[config.mk]
export PLATFORM = sky130hd
export DESIGN_NAME = pc_next_unit
export DESIGN_NICKNAME = d
export VERILOG_FILES = /design/src/rtl/pc_next_unit.sv
export SDC_FILE = /design/constraint.sdc
export NUM_CORES = 1
export LEC_CHECK = 0
export BUFFER_PORTS_ARGS = -buffer_cell sky130_fd_sc_hd__buf_2
export CAP_MARGIN = 20
export CORE_ASPECT_RATIO = 0.9
export CORE_UTILIZATION = 45
export CTS_BUF_LIST = sky130_fd_sc_hd__clkbuf_16
export DETAILED_ROUTE_END_ITERATION = 6
export PLACE_DENSITY = 0.71
export SETUP_SLACK_MARGIN = 0.5
export SLEW_MARGIN = 20
export SYNTH_ARGS = -nofsm -noshare
export SYNTH_HDL_FRONTEND = slang
export SYNTH_SLANG_ARGS = --single-unit
[constraint.sdc]
create_clock -name clk -period 7.6 [get_ports clk]
set_clock_uncertainty 0.1 [all_clocks]
set_input_delay 0.76 -clock clk [delete_from_list [all_inputs] [get_ports clk]]
set_output_delay 0.76 -clock clk [all_outputs]
set_load 0.01 [all_outputs]
[src/rtl/pc_next_unit.sv]
// pc_next_unit: next-PC select, fetch handshake, misaligned-target trap and retire counter
module pc_next_unit #(
    parameter logic [31:0] RESET_VECTOR = 32'h0000_0000,
    parameter logic [31:0] TRAP_VECTOR  = 32'h0000_0100
) (
    input  logic        clk,
    input  logic        rst,
    input  logic        branch_result,
    input  logic        is_branch,
    input  logic        is_jal,
    input  logic        is_jalr,
    input  logic [31:0] imm,
    input  logic [31:0] rs1_data,
    input  logic        commit,
    input  logic        imem_ready,
    output logic        imem_req,
    output logic [31:0] imem_addr,
    output logic [31:0] pc,
    output logic [31:0] pc_plus4,
    output logic        instr_valid,
    output logic        misalign_trap,
    output logic [31:0] trap_pc,
    output logic [31:0] retired_count
);
    typedef enum logic [1:0] {IDLE, FETCH, EXEC, TRAP} state_t;
    state_t state;
    logic [31:0] target;
    assign pc_plus4      = pc + 32'd4;
    assign imem_addr     = pc;
    assign imem_req      = state == FETCH;
    assign instr_valid   = state == EXEC;
    assign misalign_trap = state == TRAP;
    // JALR outranks JAL, which outranks a taken branch
    always_comb begin
        target = is_jalr                           ? (rs1_data + imm) & ~32'h1 :
                 (is_jal || (is_branch && branch_result)) ? pc + imm :
                 pc_plus4;
    end
    always_ff @(posedge clk) begin
        if (rst) begin
            state         <= IDLE;
            pc            <= RESET_VECTOR;
            trap_pc       <= '0;
            retired_count <= '0;
        end else begin
            case (state)
                IDLE:  state <= FETCH;
                FETCH: state <= imem_ready ? EXEC : FETCH;
                EXEC:
                    if (commit) begin
                        if (target[1:0] != 2'b00) begin
                            state   <= TRAP;
                            trap_pc <= pc;
                        end else begin
                            state         <= FETCH;
                            pc            <= target;
                            retired_count <= retired_count + 32'd1;
                        end
                    end
                TRAP: begin
                    state <= FETCH;
                    pc    <= TRAP_VECTOR;
                end
                default: state <= IDLE;
            endcase
        end
    end
endmodule

Word level (Yosys, flattened, before mapping). Index checks and enable logic that the tools add are counted. W data, S select, Z words.

Eq/ne operators: 5. Reduce and logical (&&, ||, !) cells: 9. Multiplexer cells: 9. Add/sub/neg operators: 4. Bitwise operators: 1.

Operator list (number): $mux W32 (4); $add A32 B32 Y32 (2); $pmux W32 S2 (1); $add A32 B1 Y32 const B (1); $add A32 B3 Y32 const B (1); $reduce_and A3 Y1 (3); $mux W2 (3); $pmux W2 S3 (1); $eq A2 B2 Y1 const B (2); $ne A2 B2 Y1 const B (2); $reduce_bool A2 Y1 (2); $eq A2 B1 Y1 const B (1); $logic_not A2 Y1 (1); $reduce_or A2 Y1 (1); $logic_and A1 B1 Y1 (1); $logic_or A1 B1 Y1 (1); $not A1 Y1 (1).

Register bits: 98. Word-level logic and storage cells: 32. Input port bits: 72. Output and inout bits: 163.

Longest topological paths before layout.
Depth after elaboration: 8. Depth in mapped cells: 13. Depth with buffers taken out: 13.

Worst setup path after synthesis. No wires, ideal clock.

Path type: input port to flip-flop. From: input imm[0]. To: register pc[26] (netlist: imem_addr[26]). Data arrival time: 3.022 ns. Path slack: 4.344 ns. Path buffers: 0. Required time: 7.366 ns. Library setup time: 0.134 ns. Stages: 13. Cell sequence: ha_1 inv_1 fa_1 nor2b_1 o21a_1 o21ai_1 a311oi_2 a21oi_1 o21ai_1 a31oi_1 xnor2_1 a2111oi_0 a31oi_1.

Cells in the longest elaborated chain, start to end: 6. Elaborated cells on any way between the ends: 10. Classes of those cells: 2 x add/sub; 1 x eq/ne; 5 x mux; 2 x reduce/logical.

RTL lines: start, declared (line 12) `input logic [31:0] imm,`; $add A32 B32 Y32 (line 36) `(is_jal || (is_branch && branch_result)) ? pc + imm :`; $mux W32 (line 36); $mux W32 (*) (line 35) `target = is_jalr ? (rs1_data + imm) & ~32'h1 :`; $mux W32 / $reduce_bool A2 Y1 (equally long branches) (line 51) `if (target[1:0] != 2'b00) begin`; $mux W32 / $ne A2 B2 Y1 (equally long branches); $pmux W32 S2 / $reduce_and A3 Y1 (equally long branches); end signal, assigned (line 56) `pc <= target;`; end, declared (line 18) `output logic [31:0] pc,`.

Mark *: on every way between the ends. The rest lies on a longest branch, timed or not. The select of a mux whose other input is x is not followed. A chain may end at the register's enable or synchronous reset.

Final worst setup path.
From: register pc[3] (netlist: imem_addr[3]). To: output pc_plus4[20].

Cells in the longest elaborated chain, start to end: 1.

RTL lines: $add A32 B3 Y32 (line 28) `assign pc_plus4 = pc + 32'd4;`; end, declared (line 19) `output logic [31:0] pc_plus4,`.

Every way passes these cells.

==> flow_summary.toml <==
[outcome]
outcome = "completed"

[yosys]
async_reset_ff_share_pct = 0
synth_cell_types = 73
synth_warnings = 0
synth_top_flop_cell = "dfxtp_1"
ys_seq_area_share_pct = 24.38
yosys-top-cells-area = "dfxtp_1, ha_1, xnor2_1"
synth_top_area_cell = "dfxtp_1"
ys_ff_latch = 98
avgSynthCellArea_um2 = 7.850
syn_inst = 1025
synth.net_count = 1162
netlist_area_um2 = 8046
synth_top_area_share_pct = 24.38
synth_edf_count = 0

[critical_path]
path_class = "reg2out"
rrSetupSlack_ps = 3770
startpoint_type = "flop"
cp.required_ps = 6740
worstPathMaxFanout = 8
end_kind = "output port"
reg2reg_to = "imem_addr[31]"
r2r_cells = 11
crit_start = "imem_addr[3]"
crit_end = "pc_plus4[20]"
crit_arrival_ps = 3200
r2r_start = "imem_addr[0]"

[grt]
gr-total-overflow = 0
grt_pass1_wl_mm = 37.40
grt_max_degree = 77
grt_pass1_vias = 7068
grt_usage_pct = 26.18
grt_antenna_before_repair = 0

[die]
core_um2 = 17550
die_x_um = 143.0
die_h_um = 128.9
pin_count = 235
num_rows = 46
start_util_pct = 45.84
die-area_um2 = 18420

[route]
wl_met1_mm = 10.78
top_layer_used = "met4"
routed_wl_mm = 24.84
drc = 0
met2WireLength_mm = 11.38
viasPerCell = 5.577
first_pass_iters = 7
drtIter0Drc = 531
num_vias = 8092
wl_met3_mm = 1.943
drt-wirelength-per-cell_um = 17.12
drtAntennaViolNets = 0

[power]
power_leakage_uw = 0.004652
powerDensity_nw_per_um2 = 135.7
vdd_ir_drop_max_mv = 0.1102
total_power_uw = 1279

[cells_and_area]
n_fill_cell = 1730
finalCoreUtilization_pct = 53.69
multi_input_area_um2 = 5602
area_growth_pct = 17.14
drive_gt1_share_pct = 23.70
regArea_um2 = 1962
antennaDiodeCount = 0
nets = 1343

[sta]
max_slew_margin_pct = 30.34
drv_slew = 0
fin_crit_sh_pct = 53.42
hold_viol_final = 0
finalSetupViolations = 0
fmax_ghz = 0.2463
tightest_slew_ps = 1045
period_needed_ps = 4060
setup_tns_ps = 0
grt_setup_unrepaired = "false"

[clock_network]
clock_path_buffers = 2
cts_buffers = 9
post_cts_buffers = 0
cts.htree.levels = 3
cts_sinks = 98
postCtsResizedCells = 0
path_clk_slew_ps = 70
cts-root-buf = "clkbuf_16"
hold_buffers = 0
cts_tree = "done"
insertion_delay_ps = 340

[job]
cap_violations = 0

[placement]
dpl.hpwl_mm = 19.46
portBuffers = 234
gp_congestion = 0.9808

[min_path]
hold_path.class = "reg2reg"
## cell usage after synthesis (all sizes together), types with 4 or more instances
| cell type | instances |
|---|---|
| nand3 | 26 |
| nor2b | 7 |
| dfxtp | 98 |
| nand2b | 9 |
| a211oi | 16 |
| clkbuf | 22 |
| o21ai | 73 |
| xor2 | 53 |
| inv | 22 |
| mux2i | 30 |
| nor2 | 129 |
| o21bai | 7 |
| ha | 63 |
| o21a | 10 |
| a221o | 4 |
| and2 | 6 |
| o211ai | 7 |
| a21o | 29 |
| and4 | 9 |
| nand2 | 99 |
| a21oi | 85 |
| a21boi | 5 |
| nor3 | 18 |
| or2 | 4 |
| a31oi | 8 |
| nand4 | 10 |
| xnor2 | 56 |
| buf | 46 |
| a22oi | 10 |
| and3 | 19 |
| a32o | 4 |
| a2111oi | 4 |
## worst max-delay path, cell delays in order, from the launching register on
cell	delay, ps
dfxtp_1	540
ha_1	260
nand3_1	180
nor2_1	490
nand2_1	200
nor3_1	420
nand4_1	200
xnor2_1	360
buf_2	200
## worst min-delay path by stage
stage	cells after the start	endpoint	slack, ps	startpoint
global route	2	trap_pc[5]	420	trap_pc[5]
detailed placement	2	trap_pc[6]	370	trap_pc[6]
floorplan	2	retired_count[16]	410	retired_count[16]
CTS	2	trap_pc[6]	390	trap_pc[6]
global placement	2	trap_pc[2]	360	trap_pc[2]
finish	2	trap_pc[16]	380	trap_pc[16]
## flip-flops by register name (all words and copies together), names as in the netlist
signal         cells
retired_count     32
state              2
trap_pc           32
imem_addr         32
## report_power, final
part | total [uW] | switching [uW] | leakage, uW | internal [uW]
logic | 317 | 190 | 0.00374 | 127
clock network | 431 | 207 | 0.000126 | 224
registers | 531 | 12.7 | 0.000790 | 518
## routing by layer
metal  vias up  global-route usage, %
met2       343                  43.24
met1      3685                  34.47
li1       4016                      -
met5         -                      0
met4         0                  9.677
met3        48                  3.908
## through the flow
| stage | hold slack (ps) | setup slack (ps) | std cells | cell area, um^2 |
|---|---|---|---|---|
| after floorplan | 410.5 | 4344 | 1025 | 8046 |
| after global placement | 363.1 | 3681 | 1435 | 9148 |
| after detailed placement | 369.7 | 3532 | 1435 | 9148 |
| after CTS | 387.2 | 3684 | 1451 | 9425 |
| after global routing | 417.6 | 3444 | 1451 | 9425 |
| final | 383.1 | 3540 | 1451 | 9425 |
## placed cells by master, fill, tap and decap left out, types with 8 or more instances in the layout
cell type  Yosys  routed
inv_1         22      22
and3_1        17      17
nand2_1       97      97
nor3_1        13      13
xnor2_1       56      56
nand4_1        9       9
a21o_1        29      29
and4_1         8       8
o21ai_1        9       9
a22oi_1       10      10
xor2_1        53      53
nand3_1       26      26
nand2b_1       8       8
ha_1          63      63
nor2_1       127     127
dfxtp_1       98      98
o21a_1        10      10
mux2i_1       30      30
o21ai_0       63      63
a31oi_1        8       8
clkbuf_16      0       9
a21oi_1       84      83
a211oi_1      14      14
buf_2         10     234
## layout make-up
class,instances,area share [%]
well taps,240,3.186
multi-input cells,837,59.43
clock inverters,7,0.5575
repair buffers,238,12.74
flip-flops and latches,98,20.82
clock buffers,9,2.389
inverters,22,0.8761
## kinds of logic after synthesis
family / count (synthesis) / synth area share (%)
XOR/XNOR: 109 / 11.86
multiplexers: 31 / 3.872
AND/OR/NAND/NOR: 343 / 20.00
adder cells (fa/ha/maj): 65 / 10.29
flip-flops: 98 / 24.38
buffers and inverters: 90 / 6.049
AO/OA/AOI/OAI: 289 / 23.54
(Power assumes the default switching activity.)
